$ cat src/rtl/muldiv_pkg.sv
// Shared encodings and constants for the iterative multiply/divide unit.
package muldiv_pkg;

    localparam int XLEN  = 32;
    localparam int ITER  = 32;
    localparam int CNT_W = $clog2(ITER);

    // Operation encoding: bit 1 selects divide, bit 0 selects unsigned.
    typedef enum logic [1:0] {
        MULT  = 2'b00,
        MULTU = 2'b01,
        DIV   = 2'b10,
        DIVU  = 2'b11
    } op_e;

    typedef enum logic [1:0] {
        IDLE = 2'b00,
        RUN  = 2'b01,
        FIX  = 2'b10
    } state_e;

    // Magnitude of a two's-complement operand; 0x80000000 maps to itself,
    // which still reads correctly as an unsigned magnitude.
    function automatic logic [XLEN-1:0] abs_val(input logic signed [XLEN-1:0] v);
        logic signed [XLEN-1:0] n;
        n = -v;
        return v[XLEN-1] ? n : v;
    endfunction

endpackage

$ cat src/rtl/muldiv_unit.sv
// Iterative MIPS-style HI/LO multiply/divide unit: one radix-2 step per
// cycle, unsigned magnitude core with sign correction on the way out.
module muldiv_unit
    import muldiv_pkg::*;
(
    input  logic            clk,
    input  logic            reset,
    input  logic            start,
    input  logic [1:0]      op,
    input  logic [XLEN-1:0] a,
    input  logic [XLEN-1:0] b,
    input  logic            mthi,
    input  logic            mtlo,
    input  logic [XLEN-1:0] wdata,
    output logic [XLEN-1:0] hi,
    output logic [XLEN-1:0] lo,
    output logic            busy,
    output logic            done
);

    state_e              state;
    logic [CNT_W-1:0]    cnt;
    op_e                 op_q;
    logic                sign_a;
    logic                sign_b;
    logic [XLEN-1:0]     opa;      // multiplicand magnitude
    logic [XLEN-1:0]     opb;      // multiplier / divisor magnitude
    logic [2*XLEN-1:0]   acc;      // product, or {remainder, dividend/quotient}

    logic                is_signed_in;
    logic [XLEN-1:0]     a_mag;
    logic [XLEN-1:0]     b_mag;
    logic [XLEN:0]       mul_sum;
    logic [2*XLEN-1:0]   mul_next;
    logic [XLEN:0]       div_shift;
    logic [XLEN:0]       div_diff;
    logic                div_ok;
    logic [2*XLEN-1:0]   div_next;
    logic [XLEN-1:0]     res_hi;
    logic [XLEN-1:0]     res_lo;

    function automatic logic [2*XLEN-1:0] neg64(input logic signed [2*XLEN-1:0] v);
        logic signed [2*XLEN-1:0] n;
        n = -v;
        return n;
    endfunction

    function automatic logic [XLEN-1:0] neg32(input logic signed [XLEN-1:0] v);
        logic signed [XLEN-1:0] n;
        n = -v;
        return n;
    endfunction

    // Operand conditioning at launch and one shift-add / shift-subtract step.
    always_comb begin
        is_signed_in = ~op[0];
        a_mag        = is_signed_in ? abs_val(a) : a;
        b_mag        = is_signed_in ? abs_val(b) : b;

        // Multiply: add multiplicand into the upper half when the LSB is set,
        // then shift the whole accumulator (with carry) right by one.
        mul_sum  = {1'b0, acc[2*XLEN-1:XLEN]} + {1'b0, opa};
        mul_next = acc[0] ? {mul_sum, acc[XLEN-1:1]} : {1'b0, acc[2*XLEN-1:1]};

        // Divide: shift the next dividend bit into the partial remainder and
        // keep the subtraction only when it does not go negative.
        div_shift = {acc[2*XLEN-1:XLEN], acc[XLEN-1]};
        div_diff  = div_shift - {1'b0, opb};
        div_ok    = div_shift >= {1'b0, opb};
        div_next  = div_ok ? {div_diff[XLEN-1:0],  acc[XLEN-2:0], 1'b1}
                           : {div_shift[XLEN-1:0], acc[XLEN-2:0], 1'b0};
    end

    // Sign correction and divide-by-zero override applied when leaving FIX.
    always_comb begin
        res_hi = acc[2*XLEN-1:XLEN];
        res_lo = acc[XLEN-1:0];
        if (!op_q[1]) begin
            if (!op_q[0] && (sign_a ^ sign_b))
                {res_hi, res_lo} = neg64(acc);
        end else begin
            if (!op_q[0] && (sign_a ^ sign_b))
                res_lo = neg32(acc[XLEN-1:0]);
            if (!op_q[0] && sign_a)
                res_hi = neg32(acc[2*XLEN-1:XLEN]);
            if (opb == '0)
                res_lo = '1;
        end
    end

    // Datapath registers: latch operands at launch, iterate during RUN.
    always_ff @(posedge clk) begin
        if (state == IDLE && start) begin
            op_q   <= op_e'(op);
            sign_a <= a[XLEN-1];
            sign_b <= b[XLEN-1];
            opa    <= a_mag;
            opb    <= op[1] ? b_mag : b_mag;
            acc    <= op[1] ? {{XLEN{1'b0}}, a_mag} : {{XLEN{1'b0}}, b_mag};
            if (!op[1])
                opa <= a_mag;
        end else if (state == RUN) begin
            acc <= op_q[1] ? div_next : mul_next;
        end
    end

    // Control FSM with registered busy/done and architectural hi/lo.
    always_ff @(posedge clk) begin
        if (reset) begin
            state <= IDLE;
            cnt   <= '0;
            hi    <= '0;
            lo    <= '0;
            busy  <= 1'b0;
            done  <= 1'b0;
        end else begin
            done <= 1'b0;
            case (state)
                IDLE: begin
                    if (start) begin
                        state <= RUN;
                        cnt   <= '0;
                        busy  <= 1'b1;
                    end else begin
                        if (mthi) hi <= wdata;
                        if (mtlo) lo <= wdata;
                    end
                end
                RUN: begin
                    cnt <= cnt + 1'b1;
                    if (cnt == CNT_W'(ITER - 1))
                        state <= FIX;
                end
                FIX: begin
                    hi    <= res_hi;
                    lo    <= res_lo;
                    done  <= 1'b1;
                    busy  <= 1'b0;
                    state <= IDLE;
                end
                default: begin
                    state <= IDLE;
                    busy  <= 1'b0;
                end
            endcase
        end
    end

endmodule

$ cat config.mk
export PLATFORM = sky130hd
export DESIGN_NAME = muldiv_unit
export DESIGN_NICKNAME = d
export VERILOG_FILES = /design/src/rtl/muldiv_pkg.sv /design/src/rtl/muldiv_unit.sv
export SDC_FILE = /design/constraint.sdc
export NUM_CORES = 1
export LEC_CHECK = 0
export BUFFER_PORTS_ARGS = -buffer_cell sky130_fd_sc_hd__clkbuf_2
export CAP_MARGIN = 10
export CORE_MARGIN = 3
export CORE_UTILIZATION = 50
export CTS_BUF_LIST = sky130_fd_sc_hd__clkbuf_8
export DETAILED_ROUTE_END_ITERATION = 10
export PLACE_DENSITY_LB_ADDON = 0.3
export SLEW_MARGIN = 20
export SYNTH_ARGS = -nofsm -noshare
export SYNTH_HDL_FRONTEND = slang
export SYNTH_SLANG_ARGS = --single-unit
export TNS_END_PERCENT = 5
$ cat constraint.sdc
create_clock -name clk -period 6.4 [get_ports clk]
set_clock_uncertainty 0.1 [all_clocks]
set_input_delay 0.32 -clock clk [delete_from_list [all_inputs] [get_ports clk]]
set_output_delay 0.32 -clock clk [all_outputs]
set_load 0.05 [all_outputs]
# --- Word level (Yosys, flattened, before mapping) ---
# Index checks and enable logic that the tools add are counted.
word_totals:
  reg_bits: 205
  latchBits: 0
  ram_bits: 0
  rom_bits: 0
  word_cells: 76
  memories: 0
classes:
  addsub: 8
  mul: 0
  div: 0
  order_cmp: 1
  n_eq_ne: 8
  shifts: 0
  n_mux: 31
  n_bitwise: 2
  n_reduce_logical: 14
ops:
  columns: ["cell", "count"]
  rows:
  - ["2-to-1 mux 32 bit", 16]
  - ["2-to-1 mux 64 bit", 5]
  - ["negator 32 bit", 4]
  - ["one-hot mux 32 bit (2 select lines)", 2]
  - ["negator 64 bit", 1]
  - ["adder 32 x 32 -> 33 bit", 1]
  - [">= comparator 33 x 32 -> 1 bit", 1]
  - ["zero test 32 bit", 1]
  - ["subtractor 32 bit", 1]
  - ["one-hot mux 5 bit (2 select lines)", 1]
  - ["inequality test 2 bit, second input constant", 4]
  - ["AND reduction 2 bit", 3]
  - ["AND reduction 3 bit", 2]
  - ["nonzero test 2 bit", 3]
  - ["adder 5 x 1 -> 5 bit, second input constant", 1]
  - ["equality test 5 bit, second input constant", 1]
  - ["2-to-1 mux 5 bit", 1]
  - ["2-to-1 mux 2 bit", 2]
  - ["one-hot mux 2 bit (2 select lines)", 1]
  - ["logical AND 1 bit", 3]
  - ["equality test 2 x 1 -> 1 bit, second input constant", 1]
  - ["equality test 2 bit, second input constant", 1]
  - ["zero test 2 bit", 1]
  - ["2-to-1 mux 1 bit", 2]
  - ["5 further kinds", 5]

# --- Longest topological paths before layout ---
# Gate-level depths: netlist (run 1).
logic_depth:
  ltp_word: 6
  depth_mapped: 14
  depth_no_buf: 12

# --- Worst setup path after synthesis (run 1) ---
# OpenSTA, ideal clock, no wires.
synth_timing:
  kind: "register to register"
  startpoint: "reg state[1]"
  endpoint: "reg acc[23] (data pin)"
  arrival_time_ns: 3.094
  required_ns: 5.931
  path_slack_ns: 2.837
  stages_incl_launch_ff: 6
  period_less_slack_ns: 3.563
  path_cell_list: "dfxtp_1 or3_1 clkbuf_1 inv_2 clkbuf_1 a21oi_1"
synth_via:
  elab_chain_cells: 3
synth_lines:
  columns: ["item", "line", "source"]
  rows:
  - ["start, declared", "muldiv_unit.sv:21", "state_e state;"]
  - ["start signal, assigned", "muldiv_unit.sv:110", "state <= IDLE;"]
  - ["start signal, assigned", "muldiv_unit.sv:121", "state <= RUN;"]
  - ["start signal, assigned", "muldiv_unit.sv:132", "state <= FIX;"]
  - ["zero test 2 bit", "muldiv_unit.sv:93", "if (state == IDLE && start) begin"]
  - ["logical AND 1 bit", "muldiv_unit.sv:93", null]
  - ["2-to-1 mux 64 bit", "muldiv_unit.sv:93", null]
  - ["end signal, assigned", "muldiv_unit.sv:99", "acc <= op[1] ? {{XLEN{1'b0}}, a_mag} : {{XLEN{1'b0}}, b_mag};"]
  - ["end signal, assigned", "muldiv_unit.sv:103", "acc <= op_q[1] ? div_next : mul_next;"]
  - ["end, declared", "muldiv_unit.sv:28", "logic [2*XLEN-1:0] acc;"]
# No other way between the ends.
# A chain may end at the register's enable or synchronous reset.

# --- Final worst setup path (run 1) ---
layout_timing:
  startpoint: "reg acc[33]"
  endpoint: "reg acc[50] (data pin)"
layout_via:
  elab_chain_cells: 5
  word_cells_on_any_way: 8
layout_lines:
  columns: ["item", "line", "source"]
  rows:
  - ["adder 32 x 32 -> 33 bit (tied with other cells)", "muldiv_unit.sv:62", "mul_sum = {1'b0, acc[2*XLEN-1:XLEN]} + {1'b0, opa};"]
  - ["2-to-1 mux 64 bit (on tied branches)", "muldiv_unit.sv:63, muldiv_unit.sv:70", null]
  - ["2-to-1 mux 64 bit (*)", "muldiv_unit.sv:103", null]
  - ["2-to-1 mux 64 bit (*)", "muldiv_unit.sv:102", "end else if (state == RUN) begin"]
  - ["2-to-1 mux 64 bit (*)", "muldiv_unit.sv:93", null]
# Mark *: on every way between the ends. The rest lies on a longest branch, timed or not. The select of a mux whose other input is x is not followed.

==> impl_metrics.toml, run 1 <==
[critical_path]
cp_slowest_stage_delay_ns = 0.57
required_ns = 6.59
startpoint_type = "register"
worst-path-max-fanout = 52
critical_path.top_delay_family = "compound AO/OA/AOI/OAI gates"
path_class = "register to register"
cp_slowest_cell = "buf_4"
cp.arrival_ns = 4.53
crit_path_end_kind = "register"
crit_buf_inv = 1
crit_chain = "ha_1 > nand3_1 > o21bai_1 > a21oi_1 > o211a_1 > o21ai_2 > o41ai_4 > buf_4 > mux2_2 > nor2_1 > a211oi_1"

[job]
maxCapViolCount = 0

[clock_network]
path_clk_slew_ns = 0.06
cts_tree = "built"
cts_made_buffers = 40
post_cts_resized = 0
cts_buffer_depth = 3
clkLatencyLatePin_ns = 0.57
root_buffer = "clkbuf_8"
htreeDepth = 2
cts_sinks = 205

[timing]
timing.final.crit_share_pct = 67.7
rsz0062_at_grt = "no"
slew_violations = 0
setup_tns_ns = 0
tightest_slew_ns = 1.09
setup_viol = 0
hold_viol_final = 0
slew_headroom_pct = 27.2
max_freq_ghz = 0.231
period_needed_ns = 4.33

[cells_and_area]
post-route-util_pct = 57.5
fill_cells = 2862
nets = 2159
fin_area_um2 = 17900
area_delta_synth_final_pct = 11.9
instances_no_fill = 2411
final_layout_size_suffix_gt1_share_pct = 15.3
layout_commonest_cell = "a21oi_1"
layout_common_cells = "a21oi_1, clkbuf_2, nand2_1, nor2_1, edfxtp_1"

[grt]
grt_overflow = 0
track_usage_pct = 33.4
antenna_found_initial = 1
grt_max_degree = 73
grt_pass1_vias = 14300
grt_pass1_wl_um = 87700

[power]
total_leakage_power_nw = 7.17
ir_worst_vdd_mv = 0.179
finalPower_mw = 5.83
power_density_nw_per_um2 = 326

[synthesis]
syn_nets = 2020
yosys.area.top_type = "edfxtp_1"
synthesis.area_um2 = 16000
synth_edf_count = 132
synth_top_cells_by_area = "edfxtp_1, dfxtp_1, a21oi_1, ha_1, xnor2_1"
avgSynthCellArea_um2 = 8.66
ys_seq_area_share_pct = 33.9
synth_seq_cells = 205
synth_ff_type = "edfxtp_1"
yosys_warnings = 0
async_reset_ff_share_pct = 0
synth_top_area_share_pct = 24.8
synthCells = 1845
synth.distinct_cells = 102

[placement]
portBuffers = 168
placedInstanceArea_um2 = 16900
place_inst = 2321
gp_congestion = 1.01
hpwl_um = 44500

[routing]
wl_met2_um = 25800
route.met3.wl_um = 5760
top_layer = "met4"
wl_met1_um = 24900
drc_errors = 0
drtAntennaViolNets = 0
dr.pass1.iters = 5
vias = 15400
initialDrtViolationCount = 1724
drt-wirelength-per-cell_um = 24.2
vias_per_cell = 6.41
routed_wl_um = 58400

[floorplan]
design.core.area_um2 = 31100
ioPinCount = 169
die_w_um = 185
die_h_um = 185
start_util_pct = 51.4
rows = 64
dieArea_um2 = 34100

[worst_hold_path]
hp-class = "input port to register"

[outcome]
status = "finished, final reports clean"
-- worst register-to-register path, cell delays in order (launching register included) --
cell and delay [ns]:
edfxtp_1 0.55, ha_1 0.42, nand3_1 0.23, o21bai_1 0.31, a21oi_1 0.46, o211a_1 0.25
o21ai_2 0.11, o41ai_4 0.46, buf_4 0.57, mux2_2 0.43, nor2_1 0.11, a211oi_1 0.06
-- final timing paths --
| kind | depth (start not counted) | start | end | slack [ns] |
|---|---|---|---|---|
| min | 2 | b[30] | opb[30] | 0.02 |
| max | 11 | acc[33] | acc[50] | 2.07 |
| min reg2reg | 2 | lo[6] | lo[6] | 0.35 |
| max reg2reg | 11 | acc[33] | acc[50] | 2.07 |
-- sequential cells by signal (all words and copies together) (netlist names) --
register and cells:
op_q 2, busy 1, state 2, opa 32, hi 32, opb 32, acc 64, cnt 5
sign_b 1, lo 32, done 1, sign_a 1
-- synth_stat cells, drive strengths merged (19+ instances only) --
cell type	count
nor2	158
buf	19
nand4	19
nor2b	40
nor3	43
a21oi	191
mux2i	42
edfxtp	132
a211oi	72
xor2	82
nand3	22
a31oi	26
o21ai	120
clkbuf	84
ha	70
o221ai	32
dfxtp	73
nand2	159
nor4	31
a21o	24
inv	77
xnor2	82
-- layout make-up --
class	count	area, um2	area share [%]
multi-input combinational	1455	9750	54.5
antenna	1	2.50	0.0140
timing repair buffer	204	1150	6.45
sequential	205	5430	30.3
tap	396	495	2.77
clock buffer	42	578	3.23
inverter	78	295	1.65
clock inverter	30	178	0.994
-- through the flow --
stage,setup WS (ns),hold WS [ns]
6_report,2.07,0.0185
5_1_grt,1.84,0.0166
4_1_cts,2.17,0.00117
3_5_place_dp,2.18,0.347
3_3_place_gp,2.22,0.343
2_1_floorplan,2.84,0.319
-- routing by layer --
layer  up-vias  GRT usage (%)
met1      7366           48.8
met5         -              0
met3       113           5.73
met2       815           50.8
met4         0           10.4
li1       7153              -
-- where the power goes --
group          internal (mW)  switching [mW]  total [mW]  leakage, nW
combinational          0.985            1.63        2.62         4.85
clock                  0.657           0.626        1.28        0.423
sequential              1.62           0.309        1.93         1.90
total                   3.26            2.57        5.83         7.17
-- cell families (layout without fill, tap and decap cells) --
logic type,Yosys count,count (layout),synth area share (%)
XOR/XNOR,164,164,8.99
buffers and inverters,185,354,5.24
AND/OR/NAND/NOR,562,562,18.1
multiplexers,54,54,3.48
flip-flops,205,205,33.9
adder cells (fa/ha/maj),72,72,5.73
other,0,1,0
AO/OA/AOI/OAI,603,603,24.5
-- what timing repair did --
item                      in CTS  in global routing
hold endpoints to repair      17                  0
setup buffers                  0                  0
hold buffers                  17                  0
(Power assumes the default switching activity.)
==> run 2: changes to the inputs <==
==> constraint.sdc (replaced) <==
create_clock -name clk -period 4.5 [get_ports clk]
set_clock_uncertainty 0.1 [all_clocks]
set_input_delay 0.225 -clock clk [delete_from_list [all_inputs] [get_ports clk]]
set_output_delay 0.225 -clock clk [all_outputs]
set_load 0.05 [all_outputs]
==> impl_metrics.toml, run 2 (synthesis results as in run 1) <==
[outcome]
status = "finished, final reports clean"

[critical_path]
crit_chain = "ha_1 > a21oi_1 > o21ai_0 > a32o_1 > a2111o_1 > o21ai_2 > o41ai_4 > buf_4 > nor2b_1 > a211oi_1 > a211oi_1"
cp_slowest_stage_delay_ns = 0.73
critical_path.top_delay_family = "compound AO/OA/AOI/OAI gates"
startpoint_type = "register"
path_class = "register to register"
crit_buf_inv = 1
r2r-start = "acc[43]"
cp.arrival_ns = 3.99
cp_slowest_cell = "edfxtp_1"
worst-path-max-fanout = 22
critPathLaunch = "acc[43]"
cp_common_cell = "a211oi_1"
required_ns = 4.63
crit_path_end_kind = "register"

[clock_network]
root_buffer = "clkbuf_8"
holdBufCountCts = 61
clkLatencyLatePin_ns = 0.54
htreeDepth = 2
cts_buffer_depth = 3
cts_made_buffers = 37
cts_sinks = 205
post_cts_resized = 0
cts_tree = "built"
path_clk_slew_ns = 0.06
postCtsSetupRepairBufs = 0

[power]
finalPower_mw = 8.41
power_density_nw_per_um2 = 456
total_leakage_power_nw = 7.45
ir_worst_vdd_mv = 0.250

[worst_hold_path]
min_from = "wdata[0]"
hp-class = "input port to register"

[cells_and_area]
antenna_cells = 0
layout_commonest_cell = "a21oi_1"
nets = 2221
fill_cells = 2741
area_delta_synth_final_pct = 15.5
instances_no_fill = 2466
largest_register_ff_count = 64
layout_common_cells = "a21oi_1, clkbuf_2, nand2_1, nor2_1, edfxtp_1"
final_layout_size_suffix_gt1_share_pct = 15.6
largest-register = "acc"

[timing]
slew_violations = 0
setup_viol = 0
period_needed_ns = 3.85
tightest_slew_ns = 1.13
slew_headroom_pct = 24.7
timing.final.crit_share_pct = 85.6
rsz0062_at_grt = "no"
setup_tns_ns = 0
max_freq_ghz = 0.260
hold_viol_final = 0

[routing]
drtAntennaViolNets = 0
drc_errors = 0
vias = 15700
initialDrtViolationCount = 2015
vias_per_cell = 6.38
dr.pass1.iters = 7
routed_wl_um = 58200
drt-wirelength-per-cell_um = 23.6

[floorplan]
design.core.area_um2 = 31100
die_h_um = 185
dieArea_um2 = 34100
ioPinCount = 169
rows = 64
die_w_um = 185
start_util_pct = 51.4

[placement]
gp_congestion = 1.03
portBuffers = 168
place_inst = 2342
hpwl_um = 43700

[grt]
antenna_found_initial = 0
track_usage_pct = 33.0
grt_pass1_wl_um = 87200
grt_max_degree = 91
grt_pass1_vias = 14600
grt_overflow = 0

[job]
maxCapViolCount = 0
==> run 2: where the power goes <==
| part | switching, mW | leakage, nW | total (mW) | internal (mW) |
|---|---|---|---|---|
| sequential | 0.338 | 1.90 | 2.64 | 2.30 |
| clock | 0.810 | 0.414 | 1.82 | 1.00 |
| combinational | 2.47 | 5.14 | 3.96 | 1.49 |
| total | 3.62 | 7.45 | 8.41 | 4.80 |
==> run 2: worst reg2reg max path, stage by stage (launching register included) <==
cell	delay, ns
edfxtp_1	0.73
ha_1	0.43
a21oi_1	0.26
o21ai_0	0.16
a32o_1	0.27
a2111o_1	0.40
o21ai_2	0.28
o41ai_4	0.10
buf_4	0.24
nor2b_1	0.15
a211oi_1	0.34
a211oi_1	0.10
==> run 2: area by class of cell <==
cell class	instances	area (um2)	area share, %
repair buffers	269	1760	9.56
inverters	78	295	1.60
flip-flops and latches	205	5430	29.4
clock buffers	41	564	3.06
well taps	396	495	2.68
multi-input cells	1455	9740	52.8
clock inverters	22	171	0.929
==> run 2: per-stage QoR <==
| stage | utilization, % | hold slack [ns] | setup slack, ns | cell area [um2] |
|---|---|---|---|---|
| after floorplan | - | 0.224 | 0.937 | 16000 |
| after global placement | 55.0 | 0.343 | 0.735 | 17100 |
| after detailed placement | 55.0 | 0.343 | 0.754 | 17100 |
| after CTS | 59.4 | 0.00142 | 0.724 | 18400 |
| after global routing | 59.4 | 0.0166 | 0.492 | 18500 |
| final | 59.4 | 0.0225 | 0.647 | 18500 |
==> run 2: final timing paths <==
| kind | to | slack, ns | cells after the start |
|---|---|---|---|
| worst max-delay path | acc[58] | 0.65 | 11 |
| worst min-delay path | hi[0] | 0.02 | 3 |
| worst max register to register | acc[58] | 0.65 | 11 |
| worst min register to register | lo[20] | 0.35 | 2 |
==> run 2: routing by layer <==
metal	vias up	track usage (%)	routed length, um
li1	7274	-	-
met1	7422	47.6	24200
met2	897	49.7	25300
met3	137	6.19	6220
met4	0	12.1	2450
met5	-	0	0
==> run 3: changes to the inputs <==
--- a/config.mk
+++ b/config.mk
@@ -7,6 +7,7 @@
 export LEC_CHECK = 0
 export BUFFER_PORTS_ARGS = -buffer_cell sky130_fd_sc_hd__clkbuf_2
 export CAP_MARGIN = 10
+export CORE_ASPECT_RATIO = 2
 export CORE_MARGIN = 3
 export CORE_UTILIZATION = 50
 export CTS_BUF_LIST = sky130_fd_sc_hd__clkbuf_8
==> constraint.sdc (replaced) <==
create_clock -name clk -period 3.37 [get_ports clk]
set_clock_uncertainty 0.1 [all_clocks]
set_input_delay 0.1685 -clock clk [delete_from_list [all_inputs] [get_ports clk]]
set_output_delay 0.1685 -clock clk [all_outputs]
set_load 0.05 [all_outputs]
==> impl_metrics.toml, run 3 (synthesis results as in run 1) <==
[critical_path]
required_ns = 3.58
cp.arrival_ns = 3.57
startpoint_type = "register"
worst-path-max-fanout = 6
path_class = "register to register"
crit_path_end_kind = "register"

[cells_and_area]
fill_cells = 2721
largest-register = "acc"
fin_area_um2 = 20200
instances_no_fill = 2671
layout_commonest_cell = "buf_4"
final_layout_size_suffix_gt1_share_pct = 23.5
multiInputGateArea_um2 = 10000
nets = 2397
area_delta_synth_final_pct = 26.3
ff_latch_area_um2 = 5430
layout_common_cells = "buf_4, a21oi_1, clkbuf_2, nand2_1, nor2_1"
largest_register_ff_count = 64

[outcome]
status = "finished, final reports clean"

[placement]
portBuffers = 168
place_inst = 2511
gp_congestion = 1.04
hpwl_um = 53000
placedInstanceArea_um2 = 18300
post-place-ws_ns = -0.512

[timing]
hold_viol_final = 0
timing.final.crit_share_pct = 99.7
rsz0062_at_grt = "yes"
max_freq_ghz = 0.298
slew_headroom_pct = 26.8
tightest_slew_ns = 1.10
worst_slack_ns = 0.0101
period_needed_ns = 3.36
slew_violations = 0
setup_viol = 0
setup_tns_ns = 0

[floorplan]
dieArea_um2 = 34300
rows = 92
die_h_um = 259
start_util_pct = 50.7
die_w_um = 132
design.core.area_um2 = 31500
ioPinCount = 169

[grt]
grt_pass1_vias = 17000
grt_max_degree = 133
track_usage_pct = 39.3
grt_overflow = 0
antenna_found_initial = 1
grt_pass1_wl_um = 101000

[power]
total_leakage_power_nw = 8.30
finalPower_mw = 12.5
power_density_nw_per_um2 = 620
ir_worst_vdd_mv = 0.445

[routing]
drtAntennaViolNets = 0
routed_wl_um = 70400
drc_errors = 0
dr.pass1.iters = 5
drt-wirelength-per-cell_um = 26.3
vias = 17100
vias_per_cell = 6.40
initialDrtViolationCount = 1555

[clock_network]
root_buffer = "clkbuf_8"
htreeDepth = 2
cts_sinks = 205
cts_made_buffers = 34
clkLatencyLatePin_ns = 0.57
path_clk_slew_ns = 0.08
cts_tree = "built"
cts_buffer_depth = 3

[worst_hold_path]
hp-class = "input port to register"

[job]
maxCapViolCount = 0
[run 3: cell types whose count changed in the layout (fill, tap and decap cells not counted), moves of 5 or more]
cell / before / now
buf_4: 39 / 189
dlygate4sd3_1: 61 / 84
inv_1: 87 / 72
a21oi_1: 189 / 181
a21oi_2: 2 / 10
ha_1: 70 / 62
o21ai_0: 115 / 108
inv_2: 1 / 7
a211oi_1: 72 / 67
a211oi_2: 0 / 5
buf_12: 1 / 6
clkinv_1: 4 / 9
[run 3: path summary, 6_finish.rpt]
| path | startpoint | endpoint | slack (ns) | cells after the start |
|---|---|---|---|---|
| min | b[19] | opb[19] | 0.04 | 3 |
| max | opa[7] | acc[60] | 0.01 | 10 |
| max reg2reg | opa[7] | acc[60] | 0.01 | 10 |
| min reg2reg | lo[31] | lo[31] | 0.36 | 2 |
[run 3: worst max-delay path: stages (launching register included)]
cell and delay [ns]:
edfxtp_1 0.52, ha_4 0.32, and3_1 0.18, and3_1 0.22, o31ai_4 0.29, and2_4 0.22
o31ai_4 0.08, a221o_1 0.39, a31oi_4 0.24, mux2i_4 0.39, o21ai_0 0.15
[run 3: per-stage QoR]
stage / util, % / hold slack, ns
after floorplan: - / 0.167
after global placement: 57.9 / 0.306
after detailed placement: 57.9 / 0.312
after CTS: 63.1 / 0.000286
after global routing: 64.0 / 0.0100
final: 64.0 / 0.0401
[run 3: per-layer routing]
metal  GRT usage [%]  wire (um)  vias up
li1                -          -     7648
met1            36.3      21300     8007
met2            68.7      34700     1022
met3            6.33       4720      427
met4            43.6       9620        0
met5               0          0        -
[run 3: report_power, final]
group | leakage [nW] | switching [mW] | internal [mW]
logic | 6.04 | 3.97 | 2.79
registers | 1.90 | 0.286 | 3.07
clock network | 0.366 | 1.14 | 1.26
total | 8.30 | 5.39 | 7.12
[run 3: cell type report]
| class | count | share of cell area [%] |
|---|---|---|
| Antenna cell | 2 | 0.0248 |
| Clock buffer | 37 | 2.52 |
| Clock inverter | 23 | 0.936 |
| Inverter | 78 | 1.49 |
| Multi-Input combinational cell | 1455 | 49.5 |
| Sequential cell | 205 | 26.9 |
| Tap cell | 423 | 2.62 |
| Timing Repair Buffer | 448 | 16.0 |
[run 3: repair_timing]
action	4_1_cts	5_1_grt
hold buffers	84	0
buffers inserted	5	9
pin swaps	2	8
endpoints found under the setup margin	32	35
gates resized for setup	14	53
hold endpoints to repair	105	0
